`config.mk`:
```
export PLATFORM = sky130hd
export DESIGN_NAME = serial_addsub_core_flat
export DESIGN_NICKNAME = d
export VERILOG_FILES = /design/src/rtl/serial_addsub_core_pkg.sv /design/src/rtl/serial_addsub_core_if.sv /design/src/rtl/serial_addsub_core_full_adder_bit.sv /design/src/rtl/serial_addsub_core.sv /design/src/flat_wrapper.sv
export SDC_FILE = /design/constraint.sdc
export NUM_CORES = 1
export LEC_CHECK = 0
export ABC_AREA = 1
export BUFFER_PORTS_ARGS = -buffer_cell sky130_fd_sc_hd__buf_4
export CAP_MARGIN = 0
export CORE_ASPECT_RATIO = 0.9
export CORE_MARGIN = 10
export CORE_UTILIZATION = 50
export DETAILED_ROUTE_END_ITERATION = 16
export PLACE_DENSITY = 0.74
export SYNTH_ARGS = -nofsm -noshare
export SYNTH_HDL_FRONTEND = slang
export SYNTH_SLANG_ARGS = --single-unit
```
`constraint.sdc`:
```
create_clock -name clk -period 1.5 [get_ports clk]
set_input_delay 0.15 -clock clk [delete_from_list [all_inputs] [get_ports clk]]
set_output_delay 0.15 -clock clk [all_outputs]
set_load 0.01 [all_outputs]
```
`src/rtl/serial_addsub_core_pkg.sv`:
```
// Shared types and constants for the bit-serial add/subtract engine.
// Optional zero flag is enabled by defining SERIAL_ADDSUB_ZERO_FLAG_EN.
package addsub_pkg;

  localparam int DEFAULT_WIDTH = 4;

  typedef enum logic [1:0] {
    IDLE  = 2'd0,
    SHIFT = 2'd1,
    DONE  = 2'd2
  } state_t;

  // Width of a counter able to index every bit of a w-bit operand.
  function automatic int cnt_width(input int w);
    int r;
    r = 1;
    for (int i = 1; i < 32; i++) begin
      if ((1 << r) < w) r = r + 1;
    end
    return r;
  endfunction

endpackage

```
`src/rtl/serial_addsub_core_if.sv`:
```
// Operand/result bundle between the operand inverter side and the serial engine.
// Carries the zero flag only when SERIAL_ADDSUB_ZERO_FLAG_EN is defined.
interface serial_addsub_core_if
  import addsub_pkg::*;
#(
  parameter int WIDTH = DEFAULT_WIDTH
);
  // Handshake: start is accepted on a rising edge only while busy=0 (IDLE or
  // the DONE cycle); a, invb and d are captured on that edge and may change
  // afterwards. done is a one-cycle pulse marking sum/cout/ovf as freshly valid.
  logic             start;
  logic [WIDTH-1:0] a;
  logic [WIDTH-1:0] invb;
  logic             d;
  logic             busy;
  logic             done;
  logic [WIDTH-1:0] sum;
  logic             cout;
  logic             ovf;
`ifdef SERIAL_ADDSUB_ZERO_FLAG_EN
  logic             zero;

  modport master (output start, a, invb, d,
                  input  busy, done, sum, cout, ovf, zero);
  modport slave  (input  start, a, invb, d,
                  output busy, done, sum, cout, ovf, zero);
`else
  modport master (output start, a, invb, d,
                  input  busy, done, sum, cout, ovf);
  modport slave  (input  start, a, invb, d,
                  output busy, done, sum, cout, ovf);
`endif

endinterface

```
`src/rtl/serial_addsub_core_full_adder_bit.sv`:
```
// One-bit combinational full adder used for each serial step.
module full_adder_bit (
  input  logic a,
  input  logic b,
  input  logic ci,
  output logic s,
  output logic co
);

  assign s  = a ^ b ^ ci;
  assign co = (a & b) | (a & ci) | (b & ci);

endmodule

```
`src/rtl/serial_addsub_core.sv`:
```
// Bit-serial add/subtract engine: one bit per clock, LSB first, d is carry-in.
// Define SERIAL_ADDSUB_ZERO_FLAG_EN to add the result-is-zero flag.
module serial_addsub_core
  import addsub_pkg::*;
#(
  parameter int WIDTH = DEFAULT_WIDTH,
  parameter int CNT_W = cnt_width(WIDTH)
) (
  input  logic                  clk,
  input  logic                  rst,
  serial_addsub_core_if.slave   bus,
  output state_t                dbg_state
);

  localparam logic [CNT_W-1:0] LAST = CNT_W'(WIDTH - 1);

  state_t           state_q, state_d;
  logic [WIDTH-1:0] a_sr, b_sr;
  logic [WIDTH-2:0] r_sr;
  logic [CNT_W-1:0] cnt_q;
  logic             carry_q;
  logic [WIDTH-1:0] sum_q;
  logic             cout_q, ovf_q;
  logic             load, step, last_step;
  logic             busy_c, done_c;
  logic             fa_s, fa_c;

  full_adder_bit u_fa (
    .a  (a_sr[0]),
    .b  (b_sr[0]),
    .ci (carry_q),
    .s  (fa_s),
    .co (fa_c)
  );

  always_ff @(posedge clk or posedge rst) begin
    if (rst) state_q <= IDLE;
    else     state_q <= state_d;
  end

  always_comb begin
    state_d = state_q;
    load    = 1'b0;
    step    = 1'b0;
    busy_c  = 1'b0;
    done_c  = 1'b0;
    case (state_q)
      IDLE: begin
        if (bus.start) begin
          load    = 1'b1;
          state_d = SHIFT;
        end
      end
      SHIFT: begin
        busy_c = 1'b1;
        step   = 1'b1;
        if (cnt_q == LAST) state_d = DONE;
      end
      DONE: begin
        done_c = 1'b1;
        // A start seen in the DONE cycle chains straight into the next operation.
        if (bus.start) begin
          load    = 1'b1;
          state_d = SHIFT;
        end else begin
          state_d = IDLE;
        end
      end
      default: state_d = IDLE;
    endcase
  end

  assign last_step = step && (cnt_q == LAST);

`ifdef SERIAL_ADDSUB_ZERO_FLAG_EN
  logic zero_q;
`endif

  always_ff @(posedge clk or posedge rst) begin
    if (rst) begin
      a_sr    <= '0;
      b_sr    <= '0;
      r_sr    <= '0;
      cnt_q   <= '0;
      carry_q <= 1'b0;
      sum_q   <= '0;
      cout_q  <= 1'b0;
      ovf_q   <= 1'b0;
`ifdef SERIAL_ADDSUB_ZERO_FLAG_EN
      zero_q  <= 1'b0;
`endif
    end else if (load) begin
      a_sr    <= bus.a;
      b_sr    <= bus.invb;
      carry_q <= bus.d;
      cnt_q   <= '0;
    end else if (step) begin
      a_sr    <= a_sr >> 1;
      b_sr    <= b_sr >> 1;
      carry_q <= fa_c;
      r_sr    <= (WIDTH-1)'({fa_s, r_sr} >> 1);
      cnt_q   <= cnt_q + CNT_W'(1);
      // On the MSB step carry_q is the carry into the MSB, giving signed overflow.
      if (last_step) begin
        sum_q  <= {fa_s, r_sr};
        cout_q <= fa_c;
        ovf_q  <= carry_q ^ fa_c;
`ifdef SERIAL_ADDSUB_ZERO_FLAG_EN
        zero_q <= ({fa_s, r_sr} == '0);
`endif
      end
    end
  end

  assign bus.busy  = busy_c;
  assign bus.done  = done_c;
  assign bus.sum   = sum_q;
  assign bus.cout  = cout_q;
  assign bus.ovf   = ovf_q;
`ifdef SERIAL_ADDSUB_ZERO_FLAG_EN
  assign bus.zero  = zero_q;
`endif
  assign dbg_state = state_q;

endmodule

```
`src/flat_wrapper.sv`:
```
// flat-port wrapper written by rule: the top's interface ports become plain ports
module serial_addsub_core_flat import addsub_pkg::*;
#(
  parameter int WIDTH = DEFAULT_WIDTH,
  parameter int CNT_W = cnt_width(WIDTH)
)
  (clk, rst, dbg_state, bus_start, bus_a, bus_invb, bus_d, bus_busy, bus_done, bus_sum, bus_cout, bus_ovf);
  serial_addsub_core_if #(.WIDTH(WIDTH)) bus_i ();
  input  logic clk;
  input  logic rst;
  output state_t dbg_state;
  input wire logic [$bits(bus_i.start)-1:0] bus_start;
  input wire logic [$bits(bus_i.a)-1:0] bus_a;
  input wire logic [$bits(bus_i.invb)-1:0] bus_invb;
  input wire logic [$bits(bus_i.d)-1:0] bus_d;
  output wire logic [$bits(bus_i.busy)-1:0] bus_busy;
  output wire logic [$bits(bus_i.done)-1:0] bus_done;
  output wire logic [$bits(bus_i.sum)-1:0] bus_sum;
  output wire logic [$bits(bus_i.cout)-1:0] bus_cout;
  output wire logic [$bits(bus_i.ovf)-1:0] bus_ovf;
  assign bus_i.start = bus_start;
  assign bus_i.a = bus_a;
  assign bus_i.invb = bus_invb;
  assign bus_i.d = bus_d;
  assign bus_busy = bus_i.busy;
  assign bus_done = bus_i.done;
  assign bus_sum = bus_i.sum;
  assign bus_cout = bus_i.cout;
  assign bus_ovf = bus_i.ovf;
  serial_addsub_core #(.WIDTH(WIDTH), .CNT_W(CNT_W)) u_core (.clk(clk), .rst(rst), .bus(bus_i), .dbg_state(dbg_state));
endmodule
```
=== Word-level counts from Yosys, hierarchy flattened ===
Index checks and enable logic that the tools add are counted.

* Flip-flop bits (word level): 22
* Latch bits: 0
* RAM bits: 0
* Bits in read-only memories: 0
* Input bits: 12
* Output and inout port bits: 10
* Memories kept: 0

* $add $sub $neg: 1
* Multipliers: 0
* Divide/modulo/power cells: 0
* Magnitude comparators: 0
* Eq/ne operators: 5
* Shifts and indexed selects: 0
* Muxes and demuxes: 16
* Bitwise operators: 9
* Reduce and logical (&&, ||, !) cells: 7

{| class="wikitable"
|+ Operators by type and width
! operator !! number
|-
| $mux 4 || 4
|-
| $mux 2 || 4
|-
| $mux 1 || 7
|-
| $pmux 2 s3 || 1
|-
| $eq 2x2->1 const B || 2
|-
| $reduce_and 2->1 || 2
|-
| $and 1x1->1 || 3
|-
| $reduce_and 3->1 || 1
|-
| $xor 1x1->1 || 3
|-
| $add 2x1->2 const B || 1
|-
| $eq 2x1->1 const B || 1
|-
| $logic_not 2->1 || 1
|-
| $ne 2x1->1 const B || 1
|-
| $ne 2x2->1 const B || 1
|-
| $or 1x1->1 || 2
|-
| $reduce_bool 2->1 || 1
|-
| $reduce_or 2->1 || 1
|-
| $logic_and 1x1->1 || 1
|-
| $not 1->1 || 1
|}

=== Depth between registers and ports, before layout ===
Gate-level depths: netlist of run 1.

* Word-level depth: 5
* Gate-level depth with buffers: 7
* Mapped depth without buffers: 6

=== Hierarchy ===
A second synthesis of run 1 with hierarchy kept.

* Cell total of the unflattened synthesis: 120
* Area, all modules: 1008.5 sq um

{| class="wikitable"
|+ Modules (own cells, without submodules)
! module !! times used !! cells an instance !! area each (sq um) !! seq. area each (sq um)
|-
| serial_addsub_core || 1 || 119 || 988.4 || 550.5
|-
| full_adder_bit || 1 || 1 || 20.0 || 0.0
|}

=== Worst setup path before layout of run 1 ===
Ideal clock, no wire load.

* Path type: register to register
* From: reg u_core.a_sr[0]
* To: reg u_core.ovf_q, in the netlist u_core.bus.ovf
* Data arrival time: 1098 ps
* Slack: 285 ps
* Cell stages (with the launch flop): 5
* Buffers on the path: 0
* Clock period less this slack: 1215 ps
* Cells stage by stage: dfrtp_1 -> fa_1 -> xor2_1 -> nand2_1 -> nand2_1

* Longest elaborated chain between the ends: 4
* Elaborated cells on any way between the ends: 5

{| class="wikitable"
|+ Ends and longest elaborated chain
! what !! RTL line !! RTL
|-
| start: declaration || serial_addsub_core.sv:18 || <nowiki>logic [WIDTH-1:0] a_sr, b_sr;</nowiki>
|-
| start signal: assignment || serial_addsub_core.sv:93 || <nowiki>a_sr <= bus.a;</nowiki>
|-
| start signal: assignment || serial_addsub_core.sv:98 || <nowiki>a_sr <= a_sr >> 1;</nowiki>
|-
| $and 1x1->1 || serial_addsub_core_full_adder_bit.sv:11 || <nowiki>assign co = (a & b) | (a & ci) | (b & ci);</nowiki>
|-
| $or 1x1->1 * (2 in series) || serial_addsub_core_full_adder_bit.sv:11 ||
|-
| named net u_core.fa_c || serial_addsub_core.sv:26 || <nowiki>logic fa_s, fa_c;</nowiki>
|-
| $xor 1x1->1 * || serial_addsub_core.sv:107 || <nowiki>ovf_q <= carry_q ^ fa_c;</nowiki>
|-
| end signal: assignment || serial_addsub_core.sv:107 ||
|-
| end: declaration || serial_addsub_core.sv:23 || <nowiki>logic cout_q, ovf_q;</nowiki>
|}

Mark *: on every way through the listed nets, which the timed path passes. The rest lies on a longest branch.
A chain may end at the register's enable or synchronous reset.

=== Worst setup path after layout of run 1 ===
* From: reg u_core.state_q[0], in the netlist u_core.dbg_state[0]
* To: out bus_done

* Longest elaborated chain between the ends: 2

{| class="wikitable"
|+ Ends and longest elaborated chain
! what !! RTL line !! RTL
|-
| start: declaration || serial_addsub_core.sv:17 || <nowiki>state_t state_q, state_d;</nowiki>
|-
| start signal: assignment || serial_addsub_core.sv:38 || <nowiki>else state_q <= state_d;</nowiki>
|-
| $eq 2x2->1 || serial_addsub_core.sv:47 || <nowiki>case (state_q)</nowiki>
|-
| $mux 1 || serial_addsub_core.sv:47 ||
|-
| end: declaration || flat_wrapper.sv:17 || <nowiki>output wire logic [$bits(bus_i.done)-1:0] bus_done;</nowiki>
|}

Every way passes these cells.

==> flow_summary.json, run 1 <==
{
  "vdd_ir_drop_max_mv": 0.9707,
  "die_area_mm2": 0.004285,
  "grt_setup_unrepaired": "no",
  "critPathRequiredTime_ns": 1.35,
  "die_height_um": 63.11,
  "use_met2_pct": 16.78,
  "cts_root_buf": "clkbuf_4",
  "crit_fanout": 6,
  "design_area_mm2": 0.001272,
  "grt_pass1_wl_um": 3615,
  "place.detailed.hpwl_um": 1608,
  "placementRows": 15,
  "critPathArrivalTime_ns": 1.23,
  "p_per_area_mw_per_mm2": 2082,
  "syn_area_per_cell_um2": 8.674,
  "cts_made_buffers": 3,
  "grt_use_met1_pct": 13.08,
  "top_usage_layer": "met2",
  "finalSetupTns_ns": 0,
  "place_inst": 166,
  "synth.area.top_cells": "dfrtp_1 (53%), nand2_1 (17%), inv_1 (5.5%), nand3_1 (3.9%), nand2_4 (3.3%)",
  "diodes": 0,
  "grtUsageMet3_pct": 2.827,
  "hold_path_class": "primary input to flip-flop",
  "cts_tree": "yes",
  "route.detailed.drc": 0,
  "clockBufferDepth": 2,
  "firstDrtPassIters": 4,
  "drive_gt1_share_pct": 28.08,
  "tightest_slew_ns": 0.2798,
  "path_clk_slew_ns": 0.12,
  "htreeDepth": 1,
  "fin_ws_ns": 0.1191,
  "synth_cells": 119,
  "hold_viol_final": 0,
  "cp_cell_sequence": "buf_4, nor2_1, buf_4",
  "slew_violations": 0,
  "start_util_pct": 53.40,
  "port_buffers": 21,
  "fp.coreArea_mm2": 0.001933,
  "clkSinkCount": 22,
  "fillers": 167,
  "setup_viol": 0,
  "io_pins": 22,
  "synth_top_area_cell": "dfrtp_1",
  "drt_iter0_drc": 32,
  "wirelength_um": 2102,
  "startpoint_type": "flip-flop",
  "finalPower_uw": 2649,
  "via_per_inst": 4.760,
  "globalplace.congestion": 0.7285,
  "period_share_pct": 92.06,
  "synth_area_mm2": 0.001032,
  "synth_top_area_share_pct": 53.33,
  "grt_overflow": 0,
  "synth.distinct_cells": 19,
  "endpoint_kind": "output pin",
  "max_slew_margin_pct": 81.35,
  "ys_seq_elements": 22,
  "grt_pass1_vias": 810,
  "clock_skew_ns": 0.01174,
  "nNetsFinal": 161,
  "clock.fmax_mhz": 724.1,
  "clk_latency_ns": 0.31,
  "ys.warnings.count": 0,
  "wl_per_cell_um": 12.29,
  "layout_min_cycle_time_ns": 1.381,
  "r2r_slack_ns": 0.24,
  "status": "completed",
  "critPathMaxStageDelay_ns": 0.51,
  "grt_max_degree": 23,
  "antenna_found_initial": 0,
  "area_delta_synth_final_pct": 23.27,
  "ant_nets": 0,
  "ys_seq_area_share_pct": 53.33,
  "num_vias": 814,
  "leakagePower_uw": 0.0007087,
  "pre_cts_ws_ns": 0.2458,
  "cpMostUsedCell": "buf_4",
  "cap_violations": 0,
  "grtUsageTotal_pct": 10.63,
  "synthesis.nets": 133,
  "cts_setup_buffers": 0,
  "worstSetupPathType": "flip-flop to output pin",
  "die_w_um": 67.90,
  "finalNonFillerCells": 171,
  "place_area_mm2": 0.001225,
  "slowest_stage": "dfrtp_2"
}
==> metal layers <==
metal	vias up	part of all wire, %
met4	0	0.57
met2	17	50
met5	-	0
met1	386	43
li1	409	-
met3	2	5.9
==> flip-flops by register name (all words and copies together) (netlist names) <==
register	flops
u_core.bus.cout	1
u_core.cnt_q	2
u_core.r_sr	3
u_core.carry_q	1
u_core.dbg_state	2
u_core.b_sr	4
u_core.a_sr	4
u_core.bus.sum	4
u_core.bus.ovf	1
==> path summary, 6_finish.rpt <==
check | startpoint | cells past startpoint | to
setup / recovery | u_core.dbg_state[0]$_DFFE_PP0P_ | 3 | bus_done
hold / removal | bus_a[3] | 3 | u_core.a_sr[3]$_DFFE_PP0P_
setup reg to reg | u_core.a_sr[0]$_DFFE_PP0P_ | 4 | u_core.bus.ovf$_DFFE_PP0P_
hold reg to reg | u_core.bus.sum[0]$_DFFE_PP0P_ | 2 | u_core.bus.sum[0]$_DFFE_PP0P_
max in group asynchronous | rst | 4 | u_core.dbg_state[0]$_DFFE_PP0P_
min in group asynchronous | rst | 4 | u_core.a_sr[1]$_DFFE_PP0P_
==> synthesized netlist by cell type <==
cell type / n
nand2_2: 1
buf_6: 1
nor2_2: 1
nand3_1: 8
o21ai_2: 3
a21oi_1: 1
dfrtp_1: 22
inv_1: 15
nand2_4: 3
o21ai_1: 1
inv_4: 2
fa_1: 1
xor2_1: 1
o21ai_0: 4
nand2_1: 47
ha_1: 1
nor2_1: 4
nor2_4: 2
inv_2: 1
==> critical path: cells and delay by family, from the launching register on <==
kind,cells,cell delay [ns]
buffers and inverters,2,0.32
DFF,1,0.51
and+or+nand+nor,1,0.10
==> cells in the final DEF (no fill, tap or decap) <==
cell type,instances
ha_1,1
nor2_1,4
buf_4,23
nand2_2,1
nand3_1,8
nand2_4,3
clkbuf_8,1
inv_4,2
a21oi_1,1
nand2_1,47
fa_1,1
o21ai_0,4
xor2_1,1
o21ai_1,1
inv_2,1
inv_1,15
dfrtp_2,1
nor2_2,1
dlygate4sd3_1,1
o21ai_2,3
nor2_4,2
clkbuf_4,3
dfrtp_1,21
==> kinds of logic after synthesis <==
group,synth area share [%]
and+or+nand+nor,29.09
AOI/OAI and AO/OA,5.454
DFF,53.33
buffers and inverters,8.120
adders and majority gates,3.151
xor gates and xnor gates,0.8486
==> cell type report <==
| type | instances | area, um2 | area share (%) |
|---|---|---|---|
| Inverter | 18 | 72.57 | 5.703 |
| Sequential cell | 22 | 551.8 | 43.36 |
| Multi-Input combinational cell | 78 | 397.9 | 31.27 |
| Timing Repair Buffer | 24 | 182.7 | 14.36 |
| Clock buffer | 4 | 36.28 | 2.852 |
| Tap cell | 25 | 31.28 | 2.458 |
==> metrics by stage <==
step,util [%],hold WS (ns)
after detailed placement,63.37,0.2123
after CTS,65.76,0.03454
after floorplan,-,0.1392
final,65.83,0.04016
after global placement,63.37,0.2022
after global routing,65.83,0.04714
==> timing repair <==
action	CTS	global route
setup endpoints to repair	0	1
hold buffers	1	0
gates resized for setup	0	1
hold endpoints to repair	22	0
==> power by group <==
group          switching, uW  internal (uW)  leakage (uW)
clock                    173            148     0.0000210
sequential               203            870      0.000275
combinational            734            521      0.000413
Power figures use the tool's default switching activity.
==> run 2, diff against run 1 <==
Settings changed: ABC_AREA 1 to default.
==> run 2 against run 1 <==
Total power up 3.0%; critical path depth is the same; critical endpoint is now u_core.carry_q$_DFFE_PP0P_; combinational power increased by 4%; via count decreased by 14%; synthesized area is 2.2% higher.
==> flow_summary.json, run 2 <==
{
  "ys_seq_elements": 22,
  "antenna_found_initial": 0,
  "wirelength_um": 2032,
  "synth_top_area_share_pct": 52.19,
  "fillers": 165,
  "synthesis.nets": 96,
  "grt_max_degree": 23,
  "drive_gt1_share_pct": 37.96,
  "die_w_um": 68.42,
  "netlist_top_cells_count": "dfrtp_1 (22), mux2_2 (8), nor2b_1 (8)",
  "layout_commonest_cell": "buf_4",
  "leakagePower_uw": 0.0006079,
  "diodes": 0,
  "start_util_pct": 54.04,
  "die_area_mm2": 0.004349,
  "slew_violations": 0,
  "die_height_um": 63.57,
  "synth-edff-count": 0,
  "worstSetupPathType": "flip-flop to flip-flop",
  "clk_latency_ns": 0.31,
  "syn_area_per_cell_um2": 12.86,
  "synth_top_area_cell": "dfrtp_1",
  "hold_path_class": "primary input to flip-flop",
  "period_share_pct": 92.72,
  "clock_skew_ns": 0.006182,
  "crit_fanout": 3,
  "hold_viol_final": 0,
  "pre_cts_ws_ns": 0.1291,
  "synth_ff_type": "dfrtp_1",
  "grtUsageTotal_pct": 10.31,
  "multi_input_area_um2": 449.2,
  "setup_viol": 0,
  "synth.distinct_cells": 20,
  "ctsResizeCount": 0,
  "synth.area.top_cells": "dfrtp_1 (52%), mux2_2 (8.5%), mux2i_1 (5.7%), nor2b_1 (4.7%), a211oi_1 (4.3%)",
  "layout_min_cycle_time_ns": 1.391,
  "io_pins": 22,
  "synth_cells": 82,
  "clock.fmax_mhz": 719.0,
  "cts_made_buffers": 3,
  "max_slew_margin_pct": 79.20,
  "cts_tree": "yes",
  "globalplace.congestion": 0.7311,
  "place_area_mm2": 0.001237,
  "critPathArrivalTime_ns": 1.60,
  "regArea_um2": 550.5,
  "cap_violations": 0,
  "firstDrtPassIters": 4,
  "most-common-layout-cells": "buf_4 (26), dfrtp_1 (22), mux2_2 (8), nor2b_1 (8)",
  "finalSetupTns_ns": 0,
  "nNetsFinal": 123,
  "grt_overflow": 0,
  "htreeDepth": 1,
  "num_vias": 703,
  "ys.warnings.count": 0,
  "port_buffers": 21,
  "ys_seq_area_share_pct": 52.19,
  "synthMostInstantiatedCell": "dfrtp_1",
  "async_flop_share_pct": 100.0,
  "synth_area_mm2": 0.001055,
  "fp.coreArea_mm2": 0.001952,
  "grt_setup_unrepaired": "no",
  "endpoint_kind": "flip-flop",
  "area_delta_synth_final_pct": 21.71,
  "p_per_area_mw_per_mm2": 2125,
  "placementRows": 15,
  "drt_iter0_drc": 28,
  "clkSinkCount": 22,
  "tightest_slew_ns": 0.3120,
  "route.detailed.drc": 0,
  "place.detailed.hpwl_um": 1538,
  "fin_ws_ns": 0.1092,
  "startpoint_type": "flip-flop",
  "path_clk_slew_ns": 0.11,
  "clockBufferDepth": 2,
  "via_per_inst": 5.286,
  "grt_pass1_wl_um": 3532,
  "holdWs_ns": 0.06441,
  "status": "completed",
  "wl_per_cell_um": 15.28,
  "critPathRequiredTime_ns": 1.71,
  "fin_util_pct": 65.77,
  "cts_root_buf": "clkbuf_4",
  "grt_pass1_vias": 786,
  "design_area_mm2": 0.001284,
  "ant_nets": 0,
  "vdd_ir_drop_max_mv": 1.173
}
## run 2: layout make-up
cell class	instances	area share (%)
flip-flops and latches	22	42.89
multi-input cells	52	34.99
repair buffers	27	15.98
clock buffers	4	2.827
well taps	25	2.437
inverters	3	0.8772
## run 2: logic make-up (layout without fill, tap and decap cells)
family	count (synthesis)	in the layout	share of synthesized area [%]
flip-flops	22	22	52.19
AO/OA/AOI/OAI	20	20	13.17
multiplexers	15	15	15.66
AND/OR/NAND/NOR	13	13	9.015
buffers and inverters	8	34	5.219
adder cells (fa/ha/maj)	2	2	3.084
XOR/XNOR	2	2	1.661
## run 2: path summary, 6_finish.rpt
| check | slack [ns] | depth (start not counted) | endpoint | start |
|---|---|---|---|---|
| min | 0.06 | 2 | u_core.a_sr[3]$_DFFE_PP0P_ | bus_a[3] |
| max | 0.11 | 3 | u_core.carry_q$_DFFE_PP0P_ | u_core.a_sr[0]$_DFFE_PP0P_ |
| max reg2reg | 0.11 | 3 | u_core.carry_q$_DFFE_PP0P_ | u_core.a_sr[0]$_DFFE_PP0P_ |
| min reg2reg | 0.51 | 2 | u_core.bus.ovf$_DFFE_PP0P_ | u_core.bus.ovf$_DFFE_PP0P_ |
| max in group asynchronous | 0.85 | 4 | u_core.carry_q$_DFFE_PP0P_ | rst |
| min in group asynchronous | 0.42 | 4 | u_core.r_sr[0]$_DFFE_PP0P_ | rst |
## run 2: report_power, final
group | switching, uW | internal (uW) | total [uW]
Clock | 176 | 148 | 324
Sequential | 223 | 885 | 1110
Combinational | 545 | 750 | 1300
## run 2: what timing repair did
action	CTS	global route
setup buffers	0	0
endpoints found under the hold margin	22	0
hold buffers	1	0
## run 2: layer usage
layer	vias to the layer above	GRT usage, %	share of wire [%]
met3	2	5.477	7.3
li1	344	-	-
met4	0	1.759	0.34
met1	342	12.37	46
met5	-	0	0
met2	15	15.90	47
## run 2: worst max-delay path: stages, from the launching register on
cell and delay (ns):
dfrtp_1 0.43, fa_1 0.48, a22o_1 0.23, a21o_1 0.15
## run 2: per-stage QoR
step / power [uW] / instances
5_1_grt: 2954 / 133
4_1_cts: 2769 / 133
6_report: 2728 / 133
3_5_place_dp: 2438 / 128
3_3_place_gp: 2371 / 128
2_1_floorplan: 2038 / 82
==> run 3, diff against run 2 <==
Settings changed: CORE_UTILIZATION 50 to 47, PLACE_DENSITY 0.74 to 0.73.
Clock period 1.5 ns to 1.2 ns, I/O delays scaled along.
==> run 3 against run 2 <==
Global-route usage decreased by 0.39 points; total power increased by 55%; critical endpoint is now u_core.bus.sum[3]$_DFFE_PP0P_; combinational power increased by 75%; critical path depth decreased by 1; clock power increased by 77%; final cell count increased by 15%; via count increased by 12%; the run now ends with negative setup slack left; sequential share of layout area decreased by 6.3 points; largest cell class unchanged; core utilization increased by 4.0 points; sequential power increased by 23%; clock skew decreased by 0.0050 ns.
==> flow_summary.json, run 3 (synthesized netlist as in run 2, its figures left out) <==
{
  "status": "complete, but fails checks",
  "violations": "negative setup slack",
  "period_share_pct": 108.9,
  "path_clk_slew_ns": 0.12,
  "antenna_found_initial": 0,
  "tightest_slew_ns": 0.2846,
  "leakagePower_uw": 0.0007205,
  "hold_viol_final": 0,
  "die_w_um": 69.94,
  "critPathRequiredTime_ns": 1.41,
  "drive_gt1_share_pct": 51.59,
  "wl_per_cell_um": 15.77,
  "pre_cts_ws_ns": -0.1022,
  "slew_violations": 0,
  "nNetsFinal": 141,
  "placementRows": 16,
  "clkSinkCount": 22,
  "grt_max_degree": 23,
  "die_area_mm2": 0.004542,
  "area_delta_synth_final_pct": 42.94,
  "seq_power_share_pct": 32.5,
  "die_height_um": 64.94,
  "worstSetupPathType": "flip-flop to flip-flop",
  "fin_ws_ns": -0.1064,
  "place.detailed.hpwl_um": 1603,
  "hold_path_class": "primary input to flip-flop",
  "num_vias": 785,
  "max_slew_margin_pct": 81.03,
  "clockBufferDepth": 2,
  "htreeDepth": 1,
  "combPwrFrac_pct": 53.9,
  "cts_root_buf": "clkbuf_4",
  "setup_viol": 10,
  "crit_fanout": 2,
  "diodes": 0,
  "cap_violations": 0,
  "pwr-share-clk_pct": 13.5,
  "grt_pass1_wl_um": 3781,
  "globalplace.congestion": 0.7013,
  "route.detailed.drc": 0,
  "vdd_ir_drop_max_mv": 1.876,
  "grt_overflow": 0,
  "endpoint_kind": "flip-flop",
  "clock.fmax_mhz": 765.4,
  "clk_latency_ns": 0.31,
  "fin_util_pct": 69.73,
  "p_int_uw": 2843,
  "slowest_stage": "fa_2",
  "via_per_inst": 5.131,
  "clock_skew_ns": 0.001161,
  "grtUsageTotal_pct": 9.918,
  "critPathArrivalTime_ns": 1.52,
  "port_buffers": 21,
  "fillers": 154,
  "firstDrtPassIters": 4,
  "grt_setup_unrepaired": "yes",
  "cp_cell_sequence": "fa_2, mux2_4",
  "critPathMaxStageDelay_ns": 0.49,
  "fp.coreArea_mm2": 0.002162,
  "startpoint_type": "flip-flop",
  "layout_min_cycle_time_ns": 1.306,
  "start_util_pct": 48.78,
  "layout_commonest_cell": "buf_4",
  "ant_nets": 0,
  "io_pins": 22,
  "drt_iter0_drc": 13,
  "p_per_area_mw_per_mm2": 2804,
  "p_sw_uw": 1385,
  "wirelength_um": 2413,
  "grt_pass1_vias": 840,
  "switching_share_pct": 32.76,
  "cts_made_buffers": 3,
  "most-common-layout-cells": "buf_4 (36), dfrtp_1 (21), buf_6 (7)",
  "cts_tree": "yes"
}
[run 3: changes by cell type in the layout (fill, tap and decap cells not counted), sizes merged]
cell and delta:
buf +18, bufinv +1, clkbuf -1
[run 3: final timing paths]
check | start | end | depth (start not counted) | slack (ns)
max in group asynchronous | rst | u_core.dbg_state[1]$_DFFE_PP0P_ | 4 | 0.58
min | bus_a[3] | u_core.a_sr[3]$_DFFE_PP0P_ | 2 | 0.02
min reg2reg | u_core.bus.ovf$_DFFE_PP0P_ | u_core.bus.ovf$_DFFE_PP0P_ | 2 | 0.51
min in group asynchronous | rst | u_core.r_sr[0]$_DFFE_PP0P_ | 4 | 0.38
max reg2reg | u_core.a_sr[0]$_DFFE_PP0P_ | u_core.bus.sum[3]$_DFFE_PP0P_ | 2 | -0.11
max | u_core.a_sr[0]$_DFFE_PP0P_ | u_core.bus.sum[3]$_DFFE_PP0P_ | 2 | -0.11
[run 3: timing repair]
item                       4_1_cts  5_1_grt
setup endpoints to repair       12       15
setup buffers                    4        6
hold endpoints to repair        22        0
pin swaps                        1        1
gates resized for setup          2       16
hold buffers                     1        0
[run 3: metrics by stage]
stage          instance area, um2  power, uW  instances  hold WS (ns)  TNS (ns)
5_1_grt                      1508       4524        153       0.01178    -1.174
3_5_place_dp                 1304       3183        138        0.1800   -0.3483
3_3_place_gp                 1304       3102        138        0.1772   -0.1755
6_report                     1508       4228        153       0.01664   -0.5282
2_1_floorplan                1059       2558         82        0.1092   -0.2082
4_1_cts                      1404       3857        147       0.01408   -0.7409
[run 3: area by class of cell]
cell class | count | area (um2) | share of cell area (%)
sequential | 22 | 551.8 | 36.60
inverter | 3 | 11.26 | 0.7469
clock buffer | 3 | 22.52 | 1.494
timing repair buffer | 45 | 374.1 | 24.81
clock inverter | 1 | 30.03 | 1.992
tap | 27 | 33.78 | 2.241
multi-input combinational | 52 | 484.2 | 32.12
[run 3: power groups by stage]
stage | sequential [uW] | combinational, uW | clock, uW
after floorplan | 1390 | 1170 | 0
after global placement | 1360 | 1740 | 0
after detailed placement | 1380 | 1800 | 0
after CTS | 1350 | 1930 | 579
after global routing | 1430 | 2490 | 611
final | 1370 | 2280 | 573
[run 3: worst max-delay path, delay by kind of cell (launching register included)]
family | cells | cell delay [ns]
adder cells (fa/ha/maj) | 1 | 0.49
multiplexers | 1 | 0.29
flip-flops | 1 | 0.42
[run 3: per-layer routing]
| metal | vias up | GRT usage (%) | wire length [um] |
|---|---|---|---|
| li1 | 381 | - | - |
| met2 | 18 | 16.52 | 1243 |
| met4 | 0 | 3.695 | 18 |
| met3 | 3 | 2.892 | 113 |
| met5 | - | 0 | 0 |
| met1 | 383 | 11.87 | 1037 |
